File: src/rtl/wb_pkg.sv
// Shared definitions for the Wishbone load/store initiator.
//   CTI_CLASSIC / BTE_LINEAR : constant cycle-type and burst-type codes
//   lsu_size_e               : access size encoding on req_size_i
//   wbm_state_e              : initiator FSM state encoding
package wb_pkg;

    localparam logic [2:0] CTI_CLASSIC = 3'b000;
    localparam logic [1:0] BTE_LINEAR  = 2'b00;

    typedef enum logic [1:0] {
        SIZE_BYTE = 2'b00,
        SIZE_HALF = 2'b01,
        SIZE_WORD = 2'b10,
        SIZE_RSVD = 2'b11
    } lsu_size_e;

    typedef enum logic [1:0] {
        ST_IDLE    = 2'b00,
        ST_BUS     = 2'b01,
        ST_BACKOFF = 2'b10,
        ST_RESP    = 2'b11
    } wbm_state_e;

endpackage

File: src/rtl/wb_lsu_align.sv
// Byte-lane alignment for the load/store initiator (purely combinational).
//   req_size_i, req_addr_lo_i, req_wdata_i : incoming request fields
//   sel_o       : byte selects for the request
//   wdata_o     : store data replicated across lanes
//   misalign_o  : reserved size or address not aligned to the size
//   rd_size_i, rd_addr_lo_i, rd_unsigned_i : fields captured at accept
//   rd_data_i   : raw bus read data
//   rd_data_o   : selected lanes, sign- or zero-extended
import wb_pkg::*;

module wb_lsu_align (
    input  logic [1:0]  req_size_i,
    input  logic [1:0]  req_addr_lo_i,
    input  logic [31:0] req_wdata_i,
    output logic [3:0]  sel_o,
    output logic [31:0] wdata_o,
    output logic        misalign_o,
    input  logic [1:0]  rd_size_i,
    input  logic [1:0]  rd_addr_lo_i,
    input  logic        rd_unsigned_i,
    input  logic [31:0] rd_data_i,
    output logic [31:0] rd_data_o
);

    logic [31:0] rd_shifted;
    logic [7:0]  rd_byte;
    logic [15:0] rd_half;

    always_comb begin
        sel_o      = 4'b0000;
        wdata_o    = req_wdata_i;
        misalign_o = 1'b0;
        case (lsu_size_e'(req_size_i))
            SIZE_BYTE: begin
                sel_o   = 4'b0001 << req_addr_lo_i;
                wdata_o = {4{req_wdata_i[7:0]}};
            end
            SIZE_HALF: begin
                sel_o      = 4'b0011 << req_addr_lo_i;
                wdata_o    = {2{req_wdata_i[15:0]}};
                misalign_o = req_addr_lo_i[0];
            end
            SIZE_WORD: begin
                sel_o      = 4'b1111;
                misalign_o = |req_addr_lo_i;
            end
            default: begin
                misalign_o = 1'b1;
            end
        endcase
    end

    // Bring the addressed lane down to bit 0 before extension.
    assign rd_shifted = rd_data_i >> {rd_addr_lo_i, 3'b000};
    assign rd_byte    = rd_shifted[7:0];
    assign rd_half    = rd_shifted[15:0];

    always_comb begin
        rd_data_o = rd_data_i;
        case (lsu_size_e'(rd_size_i))
            SIZE_BYTE: rd_data_o = {{24{~rd_unsigned_i & rd_byte[7]}}, rd_byte};
            SIZE_HALF: rd_data_o = {{16{~rd_unsigned_i & rd_half[15]}}, rd_half};
            default:   rd_data_o = rd_data_i;
        endcase
    end

endmodule

File: src/rtl/wb_lsu_master.sv
// Wishbone B4 classic-cycle initiator for single-beat core loads/stores.
// Handles lane alignment, load extension, rty reissue with a one-cycle
// backoff, and a timeout abort; exactly one response per accepted request.
//   wb_clk_i, wb_rst_ni         : clock, async active-low reset
//   req_*                       : core request (valid/ready handshake)
//   rsp_valid_o/rdata_o/err_o   : one-cycle response strobe
//   wbm_*                       : Wishbone master port
//
// state      | meaning
// -----------+---------------------------------------------------------
// ST_IDLE    | ready for a request
// ST_BUS     | cyc/stb high, waiting for ack/err/rty or timeout
// ST_BACKOFF | one idle bus cycle between an rty and the reissue
// ST_RESP    | rsp_valid_o high for this cycle
import wb_pkg::*;

module wb_lsu_master #(
    parameter int TIMEOUT_CYCLES = 255,   // 1..65535
    parameter int MAX_RETRIES    = 3      // 0..255
) (
    input  logic        wb_clk_i,
    input  logic        wb_rst_ni,
    input  logic        req_valid_i,
    output logic        req_ready_o,
    input  logic        req_we_i,
    input  logic [31:0] req_addr_i,
    input  logic [31:0] req_wdata_i,
    input  logic [1:0]  req_size_i,
    input  logic        req_unsigned_i,
    output logic        rsp_valid_o,
    output logic [31:0] rsp_rdata_o,
    output logic        rsp_err_o,
    output logic [31:0] wbm_adr_o,
    output logic [31:0] wbm_dat_o,
    output logic [3:0]  wbm_sel_o,
    output logic        wbm_we_o,
    output logic        wbm_cyc_o,
    output logic        wbm_stb_o,
    output logic [2:0]  wbm_cti_o,
    output logic [1:0]  wbm_bte_o,
    input  logic [31:0] wbm_dat_i,
    input  logic        wbm_ack_i,
    input  logic        wbm_err_i,
    input  logic        wbm_rty_i
);

    // Counter holds cycles already spent in BUS; abort on the edge that
    // completes the TIMEOUT_CYCLES-th one.
    localparam logic [15:0] TMO_LAST    = 16'(TIMEOUT_CYCLES - 1);
    localparam logic [7:0]  RETRY_LIMIT = 8'(MAX_RETRIES);

    wbm_state_e  state_q, state_d;
    logic [7:0]  retry_cnt_q, retry_cnt_d;
    logic [15:0] tmo_cnt_q, tmo_cnt_d;
    logic        we_q, we_d;
    logic [1:0]  size_q, size_d;
    logic        uns_q, uns_d;
    logic [1:0]  addr_lo_q, addr_lo_d;
    logic [31:0] adr_q, adr_d;
    logic [31:0] dat_q, dat_d;
    logic [3:0]  sel_q, sel_d;
    logic        cyc_q, cyc_d;
    logic        stb_q, stb_d;
    logic        rsp_valid_q, rsp_valid_d;
    logic        rsp_err_q, rsp_err_d;
    logic [31:0] rsp_rdata_q, rsp_rdata_d;

    logic [3:0]  align_sel;
    logic [31:0] align_wdata;
    logic        align_misalign;
    logic [31:0] align_rdata;

    wb_lsu_align u_align (
        .req_size_i    (req_size_i),
        .req_addr_lo_i (req_addr_i[1:0]),
        .req_wdata_i   (req_wdata_i),
        .sel_o         (align_sel),
        .wdata_o       (align_wdata),
        .misalign_o    (align_misalign),
        .rd_size_i     (size_q),
        .rd_addr_lo_i  (addr_lo_q),
        .rd_unsigned_i (uns_q),
        .rd_data_i     (wbm_dat_i),
        .rd_data_o     (align_rdata)
    );

    always_comb begin
        state_d     = state_q;
        retry_cnt_d = retry_cnt_q;
        tmo_cnt_d   = tmo_cnt_q;
        we_d        = we_q;
        size_d      = size_q;
        uns_d       = uns_q;
        addr_lo_d   = addr_lo_q;
        adr_d       = adr_q;
        dat_d       = dat_q;
        sel_d       = sel_q;
        cyc_d       = cyc_q;
        stb_d       = stb_q;
        rsp_valid_d = 1'b0;
        rsp_err_d   = 1'b0;
        rsp_rdata_d = 32'h0;

        case (state_q)
            ST_IDLE: begin
                if (req_valid_i) begin
                    size_d    = req_size_i;
                    uns_d     = req_unsigned_i;
                    addr_lo_d = req_addr_i[1:0];
                    if (align_misalign) begin
                        // Rejected without touching the bus.
                        state_d     = ST_RESP;
                        rsp_valid_d = 1'b1;
                        rsp_err_d   = 1'b1;
                    end else begin
                        state_d     = ST_BUS;
                        we_d        = req_we_i;
                        adr_d       = {req_addr_i[31:2], 2'b00};
                        dat_d       = align_wdata;
                        sel_d       = align_sel;
                        cyc_d       = 1'b1;
                        stb_d       = 1'b1;
                        retry_cnt_d = 8'd0;
                        tmo_cnt_d   = 16'd0;
                    end
                end
            end

            ST_BUS: begin
                if (wbm_ack_i) begin
                    state_d     = ST_RESP;
                    cyc_d       = 1'b0;
                    stb_d       = 1'b0;
                    we_d        = 1'b0;
                    rsp_valid_d = 1'b1;
                    rsp_rdata_d = we_q ? 32'h0 : align_rdata;
                end else if (wbm_err_i) begin
                    state_d     = ST_RESP;
                    cyc_d       = 1'b0;
                    stb_d       = 1'b0;
                    we_d        = 1'b0;
                    rsp_valid_d = 1'b1;
                    rsp_err_d   = 1'b1;
                end else if (wbm_rty_i) begin
                    cyc_d = 1'b0;
                    stb_d = 1'b0;
                    if (retry_cnt_q < RETRY_LIMIT) begin
                        state_d     = ST_BACKOFF;
                        retry_cnt_d = retry_cnt_q + 8'd1;
                    end else begin
                        state_d     = ST_RESP;
                        we_d        = 1'b0;
                        rsp_valid_d = 1'b1;
                        rsp_err_d   = 1'b1;
                    end
                end else if (tmo_cnt_q == TMO_LAST) begin
                    state_d     = ST_RESP;
                    cyc_d       = 1'b0;
                    stb_d       = 1'b0;
                    we_d        = 1'b0;
                    rsp_valid_d = 1'b1;
                    rsp_err_d   = 1'b1;
                end else begin
                    tmo_cnt_d = tmo_cnt_q + 16'd1;
                end
            end

            ST_BACKOFF: begin
                // Reissue with the address/data/sel still held in the flops.
                state_d   = ST_BUS;
                cyc_d     = 1'b1;
                stb_d     = 1'b1;
                tmo_cnt_d = 16'd0;
            end

            ST_RESP: begin
                state_d = ST_IDLE;
            end

            default: begin
                state_d = ST_IDLE;
            end
        endcase
    end

    always_ff @(posedge wb_clk_i or negedge wb_rst_ni) begin
        if (!wb_rst_ni) begin
            state_q     <= ST_IDLE;
            retry_cnt_q <= 8'd0;
            tmo_cnt_q   <= 16'd0;
            we_q        <= 1'b0;
            size_q      <= 2'b00;
            uns_q       <= 1'b0;
            addr_lo_q   <= 2'b00;
            adr_q       <= 32'h0;
            dat_q       <= 32'h0;
            sel_q       <= 4'b0000;
            cyc_q       <= 1'b0;
            stb_q       <= 1'b0;
            rsp_valid_q <= 1'b0;
            rsp_err_q   <= 1'b0;
            rsp_rdata_q <= 32'h0;
        end else begin
            state_q     <= state_d;
            retry_cnt_q <= retry_cnt_d;
            tmo_cnt_q   <= tmo_cnt_d;
            we_q        <= we_d;
            size_q      <= size_d;
            uns_q       <= uns_d;
            addr_lo_q   <= addr_lo_d;
            adr_q       <= adr_d;
            dat_q       <= dat_d;
            sel_q       <= sel_d;
            cyc_q       <= cyc_d;
            stb_q       <= stb_d;
            rsp_valid_q <= rsp_valid_d;
            rsp_err_q   <= rsp_err_d;
            rsp_rdata_q <= rsp_rdata_d;
        end
    end

    // Held low during reset even though the state is already IDLE.
    assign req_ready_o = (state_q == ST_IDLE) && wb_rst_ni;

    assign rsp_valid_o = rsp_valid_q;
    assign rsp_rdata_o = rsp_rdata_q;
    assign rsp_err_o   = rsp_err_q;
    assign wbm_adr_o   = adr_q;
    assign wbm_dat_o   = dat_q;
    assign wbm_sel_o   = sel_q;
    assign wbm_we_o    = we_q;
    assign wbm_cyc_o   = cyc_q;
    assign wbm_stb_o   = stb_q;
    assign wbm_cti_o   = CTI_CLASSIC;
    assign wbm_bte_o   = BTE_LINEAR;

endmodule

File: config.mk
export PLATFORM = sky130hd
export DESIGN_NAME = wb_lsu_master
export DESIGN_NICKNAME = d
export VERILOG_FILES = /design/src/rtl/wb_pkg.sv /design/src/rtl/wb_lsu_align.sv /design/src/rtl/wb_lsu_master.sv
export SDC_FILE = /design/constraint.sdc
export NUM_CORES = 1
export LEC_CHECK = 0
export ABC_CLOCK_PERIOD_IN_PS = 6910
export BUFFER_PORTS_ARGS = -buffer_cell sky130_fd_sc_hd__buf_2
export CORE_ASPECT_RATIO = 1.25
export CORE_MARGIN = 5
export CORE_UTILIZATION = 40
export CTS_CLUSTER_DIAMETER = 150
export DETAILED_ROUTE_END_ITERATION = 12
export PLACE_DENSITY = 0.66
export SETUP_SLACK_MARGIN = 0.3
export SYNTH_ARGS = -nofsm -noshare
export SYNTH_HDL_FRONTEND = slang
export SYNTH_SLANG_ARGS = --single-unit
export TNS_END_PERCENT = 100
File: constraint.sdc
create_clock -name wb_clk_i -period 6.91 [get_ports wb_clk_i]
set_clock_uncertainty 0.1 [all_clocks]
set_input_delay 1.7275 -clock wb_clk_i [delete_from_list [all_inputs] [get_ports wb_clk_i]]
set_output_delay 1.7275 -clock wb_clk_i [all_outputs]
set_load 0.1 [all_outputs]
==> results.json <==
{
  "clock_latency_ns": 0.41,
  "layout.cells.most_common_list": "sky130_fd_sc_hd__buf_2, sky130_fd_sc_hd__nand2_1, sky130_fd_sc_hd__dfrtp_1",
  "hold_ws_ns": 0.3653,
  "worst-path-max-fanout": 58,
  "max_cap_violations": 0,
  "setup_violations": 0,
  "worst_path_largest_cell_delay_ns": 0.45,
  "maxClockFrequency_ghz": 0.2134,
  "fp-row-count": 51,
  "grt_pass1_wl_microns": 27670,
  "worstRegToRegCells": 4,
  "place.port_buffers": 209,
  "finalHoldViolCount": 0,
  "routabilityCongestion": 0.8105,
  "routedWlPerCell_microns": 15.64,
  "timing.reg2reg.setup_slack_ns": 4.46,
  "floorplan.initialDensity_pct": 40.39,
  "worst_setup_path_start_kind": "primary input",
  "cts-buffers-inserted": 17,
  "worstHoldStart": "wbm_adr_o[2]$_DFFE_PN0P_",
  "min_path_cells": 2,
  "synthDominantAreaCellType": "sky130_fd_sc_hd__dfrtp_1",
  "drt-total-wl_microns": 16700,
  "route.vias.total": 5292,
  "final.period_utilization_pct": 67.82,
  "clkSlewWorstSetupHoldPaths_ns": 0.06,
  "endpoint_kind": "output pin",
  "antenna_found_initial": 0,
  "whs_endpoint": "wbm_adr_o[2]$_DFFE_PN0P_",
  "synth.ff_latch_count": 133,
  "synth_top_area_share_pct": 53.15,
  "final.min_clock_period_ns": 4.687,
  "critical_path_required_ns": 5.08,
  "ys_dominant_reg_cell": "sky130_fd_sc_hd__dfrtp_1",
  "cts-htree-levels": 4,
  "critical_path_cell_count": 3,
  "setup.worst_path.class": "in2out",
  "layout.cells.most_common": "sky130_fd_sc_hd__buf_2",
  "run_status": "complete, no violations",
  "synthesis.instances": 649,
  "detailedPlacementHpwl_microns": 11920,
  "core-area_sq_um": 15510,
  "worst-path-buf-inv": 2,
  "cts-resized-gates": 0,
  "largest_net_degree_at_the_start_of_global_routing": 87,
  "drt_drc_violations_left": 0,
  "post_synth_instance_area_sq_um": 6262,
  "post-place-ws_ns": 2.186,
  "detailedRoute.firstIterationViolations": 287,
  "relSlewSlack_pct": 32.35,
  "avg_synthesized_cell_area_sq_um": 9.649,
  "timing.final.max_slew_violations": 0,
  "syn_to_final_growth_pct": 29.05,
  "setup_ws_ns": 2.223,
  "firstDrtPassIters": 5,
  "fraction_of_final_layout_cells_with_drive_strength_greater_than_1_pct": 31.89,
  "yosysWarningCount": 0,
  "rr_startpoint": "state_q[1]$_DFFE_PN0P_",
  "globalRouteTotalUtil_pct": 19.05,
  "ioPinCount": 217,
  "synthArstFlopShare_pct": 100.0,
  "dpl_cell_area_sq_um": 7427,
  "post-cts-setup-buffers": 0,
  "min-delay-path-class": "reg2reg",
  "die_height_microns": 149.9,
  "cp_slowest_cell": "sky130_fd_sc_hd__buf_2",
  "die_area_sq_um": 18270,
  "fraction_of_the_yosys_area_taken_by_sequential_cells_pct": 53.15,
  "synth-edff-count": 0,
  "routed_via_density": 4.955,
  "synth.lib_cells_used.distinct": 56,
  "antenna_left": 0,
  "synth.top_cells.by_area": "sky130_fd_sc_hd__dfrtp_1, sky130_fd_sc_hd__nand2_1, sky130_fd_sc_hd__mux2i_1, sky130_fd_sc_hd__o21ai_0, sky130_fd_sc_hd__a21oi_1",
  "cts_tree": "done",
  "clockRootBuffer": "sky130_fd_sc_hd__clkbuf_16",
  "critical_path_arrival_ns": 2.86,
  "die_w_microns": 121.9,
  "nNetsFinal": 952,
  "post_cts_hold_buffer_count": 0,
  "antenna_diode_count": 0,
  "worstPathCellList": "buf_6 > and2_1 > buf_2",
  "tightestPinTransition_ns": 1.012,
  "first_global_vias": 5524,
  "ctsLongestPathBuffers": 2,
  "worst_r2r_endpoint": "tmo_cnt_q[5]$_DFFE_PN0P_",
  "setup_repair_after_global_routing_missed_its_margin": "false",
  "clock-sinks": 133,
  "fin_tns_setup_ns": 0,
  "stdcell_area_sq_um": 8082,
  "congestion_overflow_gr": 0,
  "worst_path_dominant_cell_family": "buffers and inverters"
}
## area by class of cell
cell class	count	area (sq um)
flip-flops and latches	133	3328
repair buffers	215	1097
fillers	1449	7425
multi-input cells	470	2714
inverters	6	22.52
clock buffers	18	429.2
clock inverters	14	225.2
well taps	212	265.3
## kinds of logic after synthesis
kind of cell               Yosys count  synth area share [%]
and+or+nand+nor                    291                 21.70
DFF                                133                 53.15
AOI/OAI and AO/OA                  117                 11.89
buffers and inverters               52                 4.096
muxes                               44                 7.393
xor gates and xnor gates             8                 1.119
adders and majority gates            3                0.5995
other                                1               0.05988
## worst register-to-register path, delay by kind of cell, from the launching register on
family	cells	cell delay [ns]
flip-flops	1	0.48
AO/OA/AOI/OAI	2	0.72
AND/OR/NAND/NOR	2	1.07
## through the flow
step                      util, %  std cells
after global placement      47.90       1036
final                       52.12       1068
after floorplan                 -        655
after CTS                   52.12       1068
after global routing        52.12       1068
after detailed placement    47.90       1036
## sequential cells by signal, indices dropped and copies added, names as in the netlist
signal       count
wbm_sel_o        4
tmo_cnt_q       16
size_q           2
wbm_we_o         1
rsp_err_o        1
state_q          2
rsp_valid_o      1
rsp_rdata_o     32
wbm_stb_o        1
retry_cnt_q      8
addr_lo_q        2
wbm_adr_o       30
wbm_dat_o       32
uns_q            1
## how the worst max path moves through the flow
stage	from	end	slack, ns
floorplan	wb_rst_ni	req_ready_o	2.62
global route	wb_rst_ni	req_ready_o	2.14
detailed placement	wb_rst_ni	req_ready_o	2.19
global placement	wb_rst_ni	req_ready_o	2.18
CTS	wb_rst_ni	req_ready_o	2.18
finish	wb_rst_ni	req_ready_o	2.22
## routing by layer
metal,GRT usage [%],part of all wire [%]
met2,30.59,48
met5,0,0
met4,6.670,2.1
met3,7.410,8.2
met1,23.41,42
## synth_stat cells, types with 2 or more instances
library cell / instances
sky130_fd_sc_hd__or3_1: 2
sky130_fd_sc_hd__a22oi_1: 8
sky130_fd_sc_hd__ha_1: 3
sky130_fd_sc_hd__inv_1: 6
sky130_fd_sc_hd__nor3_1: 21
sky130_fd_sc_hd__mux2i_1: 35
sky130_fd_sc_hd__and3_1: 3
sky130_fd_sc_hd__nor2b_1: 21
sky130_fd_sc_hd__mux2_2: 8
sky130_fd_sc_hd__clkbuf_1: 30
sky130_fd_sc_hd__or4b_2: 2
sky130_fd_sc_hd__buf_6: 3
sky130_fd_sc_hd__o21ai_0: 44
sky130_fd_sc_hd__nor4_1: 5
sky130_fd_sc_hd__xnor2_1: 8
sky130_fd_sc_hd__or2_2: 2
sky130_fd_sc_hd__o221a_2: 7
sky130_fd_sc_hd__nand3b_1: 3
sky130_fd_sc_hd__buf_4: 10
sky130_fd_sc_hd__dfrtp_1: 133
sky130_fd_sc_hd__buf_1: 2
sky130_fd_sc_hd__a211oi_1: 2
sky130_fd_sc_hd__o31ai_1: 7
sky130_fd_sc_hd__or4_1: 10
sky130_fd_sc_hd__nand3_1: 7
sky130_fd_sc_hd__a41oi_1: 2
sky130_fd_sc_hd__and2_1: 5
sky130_fd_sc_hd__o21a_1: 3
sky130_fd_sc_hd__nand2_1: 156
sky130_fd_sc_hd__nor2_1: 41
sky130_fd_sc_hd__nand2b_1: 3
sky130_fd_sc_hd__a21oi_1: 33
Power is not shown: default switching activity piles up to over one toggle a cycle in this logic, so the estimate is an artifact.
